File: src/rtl/tile_scheduler_if.sv
// Configuration and pass-handshake bundle between the host side and the tile scheduler.
// The slave modport is the scheduler; the master modport is the host/router side.
interface tile_scheduler_if #(
  parameter int ADDR_WIDTH = 8,
  parameter int CNT_WIDTH  = 8
);
  logic                  i_start;
  logic [CNT_WIDTH-1:0]  i_num_filters;
  logic [CNT_WIDTH-1:0]  i_num_tiles;
  logic [ADDR_WIDTH-1:0] i_w_base;
  logic [ADDR_WIDTH-1:0] i_w_stride;
  logic [ADDR_WIDTH-1:0] i_i_base;
  logic [ADDR_WIDTH-1:0] i_i_stride;
  logic [ADDR_WIDTH-1:0] i_i_len;
  logic                  i_pass_done;
  logic                  o_route_en;
  logic [ADDR_WIDTH-1:0] o_w_start_addr;
  logic [ADDR_WIDTH-1:0] o_i_start_addr;
  logic [ADDR_WIDTH-1:0] o_i_addr_end;
  logic [CNT_WIDTH-1:0]  o_filter_idx;
  logic [CNT_WIDTH-1:0]  o_tile_idx;
  logic                  o_busy;
  logic                  o_done;

  modport slave (
    input  i_start, i_num_filters, i_num_tiles, i_w_base, i_w_stride,
           i_i_base, i_i_stride, i_i_len, i_pass_done,
    output o_route_en, o_w_start_addr, o_i_start_addr, o_i_addr_end,
           o_filter_idx, o_tile_idx, o_busy, o_done
  );

  modport master (
    output i_start, i_num_filters, i_num_tiles, i_w_base, i_w_stride,
           i_i_base, i_i_stride, i_i_len, i_pass_done,
    input  o_route_en, o_w_start_addr, o_i_start_addr, o_i_addr_end,
           o_filter_idx, o_tile_idx, o_busy, o_done
  );
endinterface

File: src/rtl/tile_scheduler.sv
// Walks filters (outer) and input tiles (inner) of a convolution layer, launching one
// routing pass per (filter, tile) and waiting for its completion before advancing.
module tile_scheduler #(
  parameter int ADDR_WIDTH = 8,
  parameter int CNT_WIDTH  = 8
) (
  input  logic             i_clk,
  input  logic             i_nrst,
  input  logic             i_reg_clear,
  tile_scheduler_if.slave  bus
);

  typedef enum logic [2:0] {
    S_IDLE, S_LOAD, S_ISSUE, S_WAIT, S_ADVANCE, S_DONE
  } state_e;

  state_e                state_q, state_d;
  logic [CNT_WIDTH-1:0]  num_filters_q, num_filters_d;
  logic [CNT_WIDTH-1:0]  num_tiles_q, num_tiles_d;
  logic [ADDR_WIDTH-1:0] w_base_q, w_base_d;
  logic [ADDR_WIDTH-1:0] w_stride_q, w_stride_d;
  logic [ADDR_WIDTH-1:0] i_base_q, i_base_d;
  logic [ADDR_WIDTH-1:0] i_stride_q, i_stride_d;
  logic [ADDR_WIDTH-1:0] len_q, len_d;
  logic [ADDR_WIDTH-1:0] w_start_q, w_start_d;
  logic [ADDR_WIDTH-1:0] i_start_q, i_start_d;
  logic [ADDR_WIDTH-1:0] i_end_q, i_end_d;
  logic [CNT_WIDTH-1:0]  filter_q, filter_d;
  logic [CNT_WIDTH-1:0]  tile_q, tile_d;
  logic [ADDR_WIDTH-1:0] next_i_start;

  always_ff @(posedge i_clk) begin
    if (!i_nrst || i_reg_clear) begin
      state_q       <= S_IDLE;
      num_filters_q <= '0;
      num_tiles_q   <= '0;
      w_base_q      <= '0;
      w_stride_q    <= '0;
      i_base_q      <= '0;
      i_stride_q    <= '0;
      len_q         <= '0;
      w_start_q     <= '0;
      i_start_q     <= '0;
      i_end_q       <= '0;
      filter_q      <= '0;
      tile_q        <= '0;
    end else begin
      state_q       <= state_d;
      num_filters_q <= num_filters_d;
      num_tiles_q   <= num_tiles_d;
      w_base_q      <= w_base_d;
      w_stride_q    <= w_stride_d;
      i_base_q      <= i_base_d;
      i_stride_q    <= i_stride_d;
      len_q         <= len_d;
      w_start_q     <= w_start_d;
      i_start_q     <= i_start_d;
      i_end_q       <= i_end_d;
      filter_q      <= filter_d;
      tile_q        <= tile_d;
    end
  end

  always_comb begin
    state_d       = state_q;
    num_filters_d = num_filters_q;
    num_tiles_d   = num_tiles_q;
    w_base_d      = w_base_q;
    w_stride_d    = w_stride_q;
    i_base_d      = i_base_q;
    i_stride_d    = i_stride_q;
    len_d         = len_q;
    w_start_d     = w_start_q;
    i_start_d     = i_start_q;
    i_end_d       = i_end_q;
    filter_d      = filter_q;
    tile_d        = tile_q;
    next_i_start  = i_start_q + i_stride_q;

    case (state_q)
      S_IDLE: begin
        if (bus.i_start) begin
          num_filters_d = bus.i_num_filters;
          num_tiles_d   = bus.i_num_tiles;
          w_base_d      = bus.i_w_base;
          w_stride_d    = bus.i_w_stride;
          i_base_d      = bus.i_i_base;
          i_stride_d    = bus.i_i_stride;
          len_d         = bus.i_i_len;
          if (bus.i_num_filters == '0 || bus.i_num_tiles == '0) state_d = S_DONE;
          else                                                   state_d = S_LOAD;
        end
      end
      S_LOAD: begin
        filter_d  = '0;
        tile_d    = '0;
        w_start_d = w_base_q;
        i_start_d = i_base_q;
        i_end_d   = i_base_q + len_q - ADDR_WIDTH'(1);
        state_d   = S_ISSUE;
      end
      S_ISSUE: state_d = S_WAIT;
      S_WAIT: begin
        if (bus.i_pass_done) state_d = S_ADVANCE;
      end
      S_ADVANCE: begin
        // Addresses update on the edge leaving ADVANCE so they are stable through WAIT.
        if (tile_q < num_tiles_q - CNT_WIDTH'(1)) begin
          tile_d    = tile_q + CNT_WIDTH'(1);
          i_start_d = next_i_start;
          i_end_d   = next_i_start + len_q - ADDR_WIDTH'(1);
          state_d   = S_ISSUE;
        end else if (filter_q < num_filters_q - CNT_WIDTH'(1)) begin
          tile_d    = '0;
          filter_d  = filter_q + CNT_WIDTH'(1);
          w_start_d = w_start_q + w_stride_q;
          i_start_d = i_base_q;
          i_end_d   = i_base_q + len_q - ADDR_WIDTH'(1);
          state_d   = S_ISSUE;
        end else begin
          state_d = S_DONE;
        end
      end
      S_DONE: begin
        // Indices hold through DONE and read zero once back in IDLE.
        filter_d  = '0;
        tile_d    = '0;
        w_start_d = '0;
        i_start_d = '0;
        i_end_d   = '0;
        state_d   = S_IDLE;
      end
      default: state_d = S_IDLE;
    endcase
  end

  assign bus.o_route_en     = (state_q == S_ISSUE);
  assign bus.o_done         = (state_q == S_DONE);
  assign bus.o_busy         = (state_q != S_IDLE);
  assign bus.o_w_start_addr = w_start_q;
  assign bus.o_i_start_addr = i_start_q;
  assign bus.o_i_addr_end   = i_end_q;
  assign bus.o_filter_idx   = filter_q;
  assign bus.o_tile_idx     = tile_q;

endmodule

File: src/flat_wrapper.sv
// flat-port wrapper written by rule: the top's interface ports become plain ports
module tile_scheduler_flat 
#(
  parameter int ADDR_WIDTH = 8,
  parameter int CNT_WIDTH  = 8
)
  (i_clk, i_nrst, i_reg_clear, bus_i_start, bus_i_num_filters, bus_i_num_tiles, bus_i_w_base, bus_i_w_stride, bus_i_i_base, bus_i_i_stride, bus_i_i_len, bus_i_pass_done, bus_o_route_en, bus_o_w_start_addr, bus_o_i_start_addr, bus_o_i_addr_end, bus_o_filter_idx, bus_o_tile_idx, bus_o_busy, bus_o_done);
  tile_scheduler_if #(.ADDR_WIDTH(ADDR_WIDTH), .CNT_WIDTH(CNT_WIDTH)) bus_i ();
  input  logic i_clk;
  input  logic i_nrst;
  input  logic i_reg_clear;
  input wire logic [$bits(bus_i.i_start)-1:0] bus_i_start;
  input wire logic [$bits(bus_i.i_num_filters)-1:0] bus_i_num_filters;
  input wire logic [$bits(bus_i.i_num_tiles)-1:0] bus_i_num_tiles;
  input wire logic [$bits(bus_i.i_w_base)-1:0] bus_i_w_base;
  input wire logic [$bits(bus_i.i_w_stride)-1:0] bus_i_w_stride;
  input wire logic [$bits(bus_i.i_i_base)-1:0] bus_i_i_base;
  input wire logic [$bits(bus_i.i_i_stride)-1:0] bus_i_i_stride;
  input wire logic [$bits(bus_i.i_i_len)-1:0] bus_i_i_len;
  input wire logic [$bits(bus_i.i_pass_done)-1:0] bus_i_pass_done;
  output wire logic [$bits(bus_i.o_route_en)-1:0] bus_o_route_en;
  output wire logic [$bits(bus_i.o_w_start_addr)-1:0] bus_o_w_start_addr;
  output wire logic [$bits(bus_i.o_i_start_addr)-1:0] bus_o_i_start_addr;
  output wire logic [$bits(bus_i.o_i_addr_end)-1:0] bus_o_i_addr_end;
  output wire logic [$bits(bus_i.o_filter_idx)-1:0] bus_o_filter_idx;
  output wire logic [$bits(bus_i.o_tile_idx)-1:0] bus_o_tile_idx;
  output wire logic [$bits(bus_i.o_busy)-1:0] bus_o_busy;
  output wire logic [$bits(bus_i.o_done)-1:0] bus_o_done;
  assign bus_i.i_start = bus_i_start;
  assign bus_i.i_num_filters = bus_i_num_filters;
  assign bus_i.i_num_tiles = bus_i_num_tiles;
  assign bus_i.i_w_base = bus_i_w_base;
  assign bus_i.i_w_stride = bus_i_w_stride;
  assign bus_i.i_i_base = bus_i_i_base;
  assign bus_i.i_i_stride = bus_i_i_stride;
  assign bus_i.i_i_len = bus_i_i_len;
  assign bus_i.i_pass_done = bus_i_pass_done;
  assign bus_o_route_en = bus_i.o_route_en;
  assign bus_o_w_start_addr = bus_i.o_w_start_addr;
  assign bus_o_i_start_addr = bus_i.o_i_start_addr;
  assign bus_o_i_addr_end = bus_i.o_i_addr_end;
  assign bus_o_filter_idx = bus_i.o_filter_idx;
  assign bus_o_tile_idx = bus_i.o_tile_idx;
  assign bus_o_busy = bus_i.o_busy;
  assign bus_o_done = bus_i.o_done;
  tile_scheduler #(.ADDR_WIDTH(ADDR_WIDTH), .CNT_WIDTH(CNT_WIDTH)) u_core (.i_clk(i_clk), .i_nrst(i_nrst), .i_reg_clear(i_reg_clear), .bus(bus_i));
endmodule
File: config.mk
export PLATFORM = sky130hd
export DESIGN_NAME = tile_scheduler_flat
export DESIGN_NICKNAME = d
export VERILOG_FILES = /design/src/rtl/tile_scheduler_if.sv /design/src/rtl/tile_scheduler.sv /design/src/flat_wrapper.sv
export SDC_FILE = /design/constraint.sdc
export NUM_CORES = 1
export LEC_CHECK = 0
export BUFFER_PORTS_ARGS = -buffer_cell sky130_fd_sc_hd__buf_2
export CAP_MARGIN = 0
export CORE_ASPECT_RATIO = 0.8
export CORE_MARGIN = 1.5
export CORE_UTILIZATION = 33
export DETAILED_ROUTE_END_ITERATION = 16
export SLEW_MARGIN = 20
export SYNTH_ARGS = -nofsm -noshare
export SYNTH_HDL_FRONTEND = slang
export SYNTH_SLANG_ARGS = --single-unit
File: constraint.sdc
create_clock -name i_clk -period 5.6 [get_ports i_clk]
set_input_delay 0.56 -clock i_clk [delete_from_list [all_inputs] [get_ports i_clk]]
set_output_delay 0.56 -clock i_clk [all_outputs]
set_load 0.1 [all_outputs]
==> results.toml, run 1 <==
[outcome]
status = "complete, no violations"

[die]
io_pins = 104
num_rows = 44
dieArea_um2 = 19150
start_util_pct = 33.49
die_h_um = 124.1
core_um2 = 18060
chipWidth_um = 154.3

[clocking]
worstSkewPairLatency_ns = 0.36
cts_htree_levels = 3
post_cts_buffers = 0
cts_resized = 0
numCtsBuffers = 9
cts.path.max_buffers = 2
cts_root_buf = "clkbuf_16"
clock_sinks = 99
cts.clk_slew.worst_paths_ns = 0.07
cts_tree = "built"
hold_buffers = 0

[worst_setup_path]
slowest_stage = "a211oi_1"
crit_type = "reg -> reg"
crit_path_max_incr_delay_ns = 0.43
reg2reg_from = "u_core.bus.o_i_start_addr[1]"
end_kind = "register"
worst-endpoint-required_ns = 5.82
startpoint_type = "register"
worst-path-max-fanout = 4
crit_arrival_ns = 3.81
worstSetupStartpoint = "u_core.bus.o_i_start_addr[1]"
crit_path_cell_trace = "ha_1 > a211oi_1 > o21ai_0 > a21oi_1 > xor2_1 > ha_1 > inv_1 > ha_1 > and2_1 > a311o_1 > a21oi_1 > xnor2_1 > xnor2_1 > a2bb2oi_1 > a21oi_1"

[sta]
fmax_ghz = 0.2784
worst_pin_slew_ns = 1.061
hold_violations = 0
rsz0062_at_grt = "no"
relSlewSlack_pct = 29.10
tns_ns = 0
slew_violations = 0
post-route-min-period_ns = 3.591
finClkSkew_ns = 0.008202
setup_viol = 0
period_share_pct = 64.13
fin_ws_ns = 2.009

[detailed_routing]
firstDrtPassIters = 6
vias = 5376
routed_wl_um = 16210
ant_nets = 0
vias_per_cell = 4.950
avgRoutedWirePerCell_um = 14.92
drc_errors = 0
drt_iter0_drc = 265

[final_layout]
fin_nets = 974
fillers = 1936
final_common_cell = "nand2_1"
final_cell_mix = "nand2_1, a21oi_1, buf_2"
layout-drive-gt1-share_pct = 16.94
stdcell_count = 1086
area_growth_pct = 16.97
finish.instance_area_um2 = 7073
num_antenna_cells = 0

[synth]
synth_edf_count = 0
ys.flop_type = "dfxtp_1"
syn_area_per_cell_um2 = 7.874
netlist_instances = 768
yosys_warnings = 0
netlist_area_um2 = 6047
ys_seq_area_share_pct = 32.77
synth-seq-cells = 99
async_flop_share_pct = 0
syn_nets = 891
synth_cell_types = 58

[power]
leakage_nw = 3.068
powerDensity_nw_per_um2 = 248.3
total_power_mw = 1.756
ir_drop_uv = 143.9

[placement]
place.gp.congestion = 0.8091
dp.cells = 1070
placed_area_um2 = 6735
hpwl_um = 12090
portBuffers = 103
place_ws_ns = 1.843

[global_route]
grt_antenna_before_repair = 0
grt-ovfl-total = 0
grt_pass1_wl_um = 26120
grt_usage_pct = 17.46
grt_start_max_net_pins = 57
grt_pass1_vias = 4971

[job]
cap_violations = 0

[min_path]
hold_start = "bus_i_i_stride[1]"
hold_path_class = "in -> reg"
final cells by class:
| type | instances | area [um^2] | area share [%] |
|---|---|---|---|
| sequential | 99 | 1982 | 28.02 |
| timing repair buffer | 107 | 545.5 | 7.713 |
| clock buffer | 11 | 242.7 | 3.432 |
| clock inverter | 5 | 83.83 | 1.185 |
| tap | 230 | 287.8 | 4.069 |
| inverter | 60 | 225.2 | 3.184 |
| multi-input combinational | 574 | 3706 | 52.40 |
power breakdown:
part | total, mW | internal, mW | switching (mW)
combinational | 0.328 | 0.121 | 0.207
clock | 0.688 | 0.406 | 0.283
sequential | 0.739 | 0.723 | 0.0167
total | 1.76 | 1.25 | 0.507
path summary, 6_finish.rpt:
path / end / slack (ns) / cells after the start
max: u_core.bus.o_i_addr_end[7] / 2.01 / 15
max reg2reg: u_core.bus.o_i_addr_end[7] / 2.01 / 15
min: u_core.i_stride_q[1] / 0.43 / 3
min reg2reg: u_core.len_q[0] / 0.46 / 2
cells in the mapped netlist, drive strengths merged, types with 8 or more instances:
library cell  count  share of area, %
nand2           141               8.9
a21oi           110               9.2
dfxtp            99                33
inv              60               3.7
ha               58                12
nor2             49               3.2
o21ai            32               2.7
xnor2            30               4.3
clkbuf           22               1.4
xor2             19               2.8
nor3             16               1.3
buf              13               1.2
nand3            11              0.91
a211oi           10               1.9
a21o              9               1.1
nor4              9              0.93
a22oi             8              0.99
metrics by stage:
step	hold slack, ns	util [%]
5_1_grt	0.4365	39.17
3_5_place_dp	0.4487	37.30
4_1_cts	0.4236	39.11
2_1_floorplan	0.4363	-
6_report	0.4313	39.17
3_3_place_gp	0.4437	37.30
cells by family (layout without fill, tap and decap cells):
logic type	count (synthesis)	count (layout)	share of synthesized area, %
compound gates	208	208	22.06
xor+xnor	49	49	7.097
fa+ha+maj	62	62	13.33
buf+inv	95	183	6.270
flops	99	99	32.77
mux	1	1	0.1655
simple gates	254	254	18.31
layer usage:
metal | share of wire, % | global-route usage [%]
met1 | 52 | 25.53
met2 | 40 | 25.25
met3 | 6.3 | 4.523
met4 | 1.1 | 4.507
met5 | 0 | 0
worst max-delay path: cells and delay by family (launching register included):
kind,cells,cell delay (ns)
compound gates,7,1.58
fa+ha+maj,3,0.84
xor+xnor,3,0.47
flops,1,0.34
simple gates,1,0.16
buf+inv,1,0.06
Note: power is estimated with default switching activity, not from simulation.
==> run 2, diff against run 1 <==
Clock period 5.6 ns to 3.2 ns, I/O delays scaled along.
==> results.toml, run 2 (synthesized netlist as in run 1, its figures left out) <==
[worst_setup_path]
worst-path-max-fanout = 3
crit_path_max_incr_delay_ns = 0.46
slowest_stage = "fa_2"
r2r_cells = 14
r2r-end = "u_core.bus.o_i_addr_end[7]"
crit_type = "reg -> reg"
cp_common_cell = "ha_4"
crit_path_cell_trace = "ha_4 > inv_2 > fa_2 > ha_4 > inv_2 > ha_4 > fa_2 > a21o_1 > a311o_1 > a21oi_2 > xnor2_1 > xnor2_1 > a2bb2oi_1 > a21oi_1"
startpoint_type = "register"
worst-endpoint-required_ns = 3.46
end_kind = "register"
reg2reg_slack_ns = 0.06
reg2reg_from = "u_core.bus.o_i_start_addr[0]"
crit_arrival_ns = 3.40

[clocking]
cts_htree_levels = 3
cts_tree = "built"
clock_sinks = 99
numCtsBuffers = 9
cts.clk_slew.worst_paths_ns = 0.08
cts_root_buf = "clkbuf_16"
worstSkewPairLatency_ns = 0.37
cts.path.max_buffers = 2

[final_layout]
fin_nets = 1010
fillers = 1835
final_common_cell = "nand2_1"
finish.instance_area_um2 = 7496
layout-drive-gt1-share_pct = 24.10
final_cell_mix = "nand2_1, a21oi_1, buf_2"
post-route-util_pct = 41.51
area_growth_pct = 23.96
num_antenna_cells = 0
stdcell_count = 1122

[min_path]
min_to = "u_core.i_stride_q[4]"
holdPathStages = 3
hold_start = "bus_i_i_stride[4]"
hold_path_class = "in -> reg"

[global_route]
grt_pass1_vias = 5140
grt-ovfl-total = 0
grt_usage_pct = 17.64
grt_antenna_before_repair = 1
grt_pass1_wl_um = 26490
grt_start_max_net_pins = 34

[die]
start_util_pct = 33.49
num_rows = 44
core_um2 = 18060
chipWidth_um = 154.3
dieArea_um2 = 19150
die_h_um = 124.1
io_pins = 104

[outcome]
status = "complete, no violations"

[detailed_routing]
drt_iter0_drc = 384
firstDrtPassIters = 7
wl_met2_um = 6694
drc_errors = 0
dr.max_layer_used = "met5"
avgRoutedWirePerCell_um = 14.82
routed_wl_um = 16620
met3_length_um = 962
vias_per_cell = 4.920
ant_nets = 0
wl_met1_um = 8757
vias = 5520

[placement]
portBuffers = 103
hpwl_um = 12530
place.gp.congestion = 0.8425
dp.cells = 1101
placed_area_um2 = 7052

[sta]
finClkSkew_ns = 0.01226
setup_viol = 0
rsz0062_at_grt = "yes"
hold_violations = 0
relSlewSlack_pct = 59.23
worst_pin_slew_ns = 0.6100
post-route-min-period_ns = 3.144
slew_violations = 0
fmax_ghz = 0.3180
period_share_pct = 98.26

[job]
cap_violations = 0

[power]
total_power_mw = 3.065
ir_drop_uv = 276.2
powerDensity_nw_per_um2 = 408.9
leakage_nw = 3.254
## run 2: cell types whose count changed in the layout (fill, tap and decap cells not counted), moves of 5 or more
cell     before  now
buf_4         4   39
inv_1        60   55
inv_2         0    5
ha_1         58   51
dfxtp_1      99   91
ha_4          0    6
## run 2: metrics by stage
step / hold WS [ns] / worst slack, ns / setup TNS [ns]
after global placement: 0.4434 / 0.1282 / 0
after CTS: 0.1766 / 0.005905 / 0
after global routing: 0.1863 / -0.1058 / -0.1058
final: 0.1822 / 0.05554 / 0
after detailed placement: 0.4470 / 0.06137 / 0
after floorplan: 0.4363 / 0.008364 / 0
## run 2: power by group
group	total, mW	internal (mW)	leakage (nW)	switching [mW]
Sequential	1.29	1.26	0.808	0.0287
Clock	1.15	0.596	0.153	0.550
Combinational	0.628	0.247	2.29	0.381
## run 2: how the worst max path moves through the flow
stage	from	to	slack (ns)	cells after the start
detailed placement	u_core.i_stride_q[0]	u_core.bus.o_i_addr_end[7]	0.06	17
floorplan	u_core.bus.o_i_start_addr[2]	u_core.bus.o_i_addr_end[7]	0.008	15
finish	u_core.bus.o_i_start_addr[0]	u_core.bus.o_i_addr_end[7]	0.06	14
global route	u_core.bus.o_i_start_addr[0]	u_core.bus.o_i_addr_end[7]	-0.11	17
global placement	u_core.i_stride_q[0]	u_core.bus.o_i_addr_end[7]	0.13	14
CTS	u_core.i_stride_q[1]	u_core.bus.o_i_addr_end[7]	0.006	15
## run 2: area by class of cell
| cell class | count | area, um^2 | area share [%] |
|---|---|---|---|
| multi-input combinational | 574 | 3840 | 51.23 |
| sequential | 99 | 2002 | 26.71 |
| timing repair buffer | 143 | 828.3 | 11.05 |
| tap | 230 | 287.8 | 3.839 |
| clock buffer | 10 | 250.2 | 3.338 |
| inverter | 60 | 225.2 | 3.005 |
| clock inverter | 6 | 62.56 | 0.8346 |
## run 2: routing by layer
metal	vias to the layer above	global-route usage, %
li1	2875	-
met1	2498	25.15
met2	126	25.85
met3	19	4.941
met4	2	4.988
met5	-	0
## run 2: critical path, delay by kind of cell (launching register included)
kind / cells / cell delay, ns
buffers and inverters: 2 / 0.08
xor gates and xnor gates: 2 / 0.24
adders and majority gates: 5 / 1.40
AOI/OAI and AO/OA: 5 / 0.96
DFF: 1 / 0.35
## run 2: what timing repair did
action | CTS | global route
endpoints found under the setup margin | 0 | 31
resized for setup | 0 | 25
hold buffers | 0 | 0
setup buffers | 0 | 5
==> run 3, diff against run 2 <==
Settings changed: BUFFER_PORTS_ARGS -buffer_cell sky130_fd_sc_hd__buf_2 to not set, CAP_MARGIN 0 to not set, DONT_BUFFER_PORTS set to 1.
==> results.toml, run 3 (synthesized netlist as in run 1, its figures left out) <==
[outcome]
status = "complete, no violations"

[detailed_routing]
vias = 5551
drt_iter0_drc = 276
ant_nets = 0
firstDrtPassIters = 4
routed_wl_um = 17630
avgRoutedWirePerCell_um = 16.45
vias_per_cell = 5.178
drc_errors = 0

[placement]
portBuffers = 0
dp.cells = 1033
hpwl_um = 12790
place_ws_ns = -0.3557
placed_area_um2 = 6839
place.gp.congestion = 0.8238

[global_route]
grt_pass1_vias = 5117
grt_antenna_before_repair = 0
grt_pass1_wl_um = 26610
grt-ovfl-total = 0
grt_start_max_net_pins = 36
grt_usage_pct = 17.92

[sta]
fmax_ghz = 0.3129
worst_pin_slew_ns = 1.079
relSlewSlack_pct = 27.96
hold_violations = 0
post-route-min-period_ns = 3.196
setup_viol = 0
finClkSkew_ns = 0.01138
fin_ws_ns = 0.003870
slew_violations = 0
period_share_pct = 99.88
rsz0062_at_grt = "yes"

[final_layout]
area_growth_pct = 25.68
final_cell_mix = "nand2_1, a21oi_1, dfxtp_1"
fillers = 1869
layout-drive-gt1-share_pct = 21.85
finish.instance_area_um2 = 7600
fin_nets = 960
final_common_cell = "nand2_1"
stdcell_count = 1072
num_antenna_cells = 0

[die]
start_util_pct = 33.49
die_h_um = 124.1
chipWidth_um = 154.3
core_um2 = 18060
num_rows = 44
dieArea_um2 = 19150
io_pins = 104

[worst_setup_path]
reg2reg_from = "u_core.num_tiles_q[5]"
worst-endpoint-required_ns = 3.50
r2r_cells = 15
crit_type = "reg -> reg"
worstSetupStartpoint = "u_core.num_tiles_q[5]"
end_kind = "register"
startpoint_type = "register"
crit_arrival_ns = 3.49
critPathCapture = "u_core.bus.o_filter_idx[2]"
reg2reg_slack_ns = 0.004
worst-path-max-fanout = 7
r2r-end = "u_core.bus.o_filter_idx[2]"

[min_path]
hold_path_class = "in -> reg"

[clocking]
cts.clk_slew.worst_paths_ns = 0.07
numCtsBuffers = 9
cts_tree = "built"
clock_sinks = 99
cts_htree_levels = 3
cts_root_buf = "clkbuf_16"
cts.path.max_buffers = 2
worstSkewPairLatency_ns = 0.36

[power]
leakage_nw = 3.137
powerDensity_nw_per_um2 = 402.3
ir_drop_uv = 254.2
total_power_mw = 3.057

[job]
cap_violations = 0
run 3: worst min path at each step:
stage                    startpoint                      end  slack (ns)  cells past startpoint
3_5_place_dp     u_core.i_base_q[5]       u_core.i_base_q[5]        0.45                      2
4_1_cts        bus_i_num_filters[0]  u_core.num_filters_q[0]        0.07                      2
2_1_floorplan    u_core.i_base_q[5]       u_core.i_base_q[5]        0.44                      2
6_report       bus_i_num_filters[7]  u_core.num_filters_q[7]        0.08                      2
5_1_grt        bus_i_num_filters[7]  u_core.num_filters_q[7]        0.07                      2
3_3_place_gp        u_core.len_q[6]          u_core.len_q[6]        0.44                      2
run 3: cell type report:
cell class,instances,area [um^2],share of cell area [%]
Clock buffer,10,229.0,3.013
Clock inverter,6,71.32,0.9384
Inverter,60,225.2,2.963
Multi-Input combinational cell,575,3975,52.30
Sequential cell,99,2003,26.36
Tap cell,230,287.8,3.787
Timing Repair Buffer,92,808.3,10.64
run 3: stage by stage:
stage / hold slack (ns) / TNS (ns) / utilization (%)
floorplan: 0.4363 / 0 / -
global placement: 0.4439 / -2.408 / 37.87
detailed placement: 0.4506 / -4.423 / 37.87
CTS: 0.07426 / 0 / 39.78
global route: 0.07321 / -1.886 / 42.09
finish: 0.08028 / 0 / 42.09
run 3: power by group:
part	leakage (nW)	internal, mW	switching (mW)
Sequential	0.809	1.26	0.0452
Combinational	2.18	0.247	0.365
Clock	0.145	0.617	0.521
run 3: per-layer routing:
layer	part of all wire (%)	track usage, %
met5	0	0
met4	1.5	5.288
met3	7.0	5.532
met2	41	25.42
met1	50	25.78
run 3: timing repair:
| item | 4_1_cts | 5_1_grt |
|---|---|---|
| hold buffers | 0 | 0 |
| gates cloned | 0 | 3 |
| setup buffers | 2 | 18 |
| pin swaps | 4 | 43 |
| endpoints found under the setup margin | 21 | 39 |
| resized for setup | 9 | 62 |
| endpoints found under the hold margin | 0 | 0 |
run 3: critical path, stage by stage, from the launching register on:
cell and delay [ns]:
dfxtp_2 0.32, or4_4 0.55, nor4_4 0.29, xnor2_1 0.10
ha_1 0.30, nand4_1 0.10, a211oi_2 0.17, buf_4 0.16
nor2_4 0.04, buf_8 0.13, o41ai_4 0.36, buf_12 0.18
buf_12 0.14, nand2_4 0.05, xor2_1 0.13, nor2_1 0.10
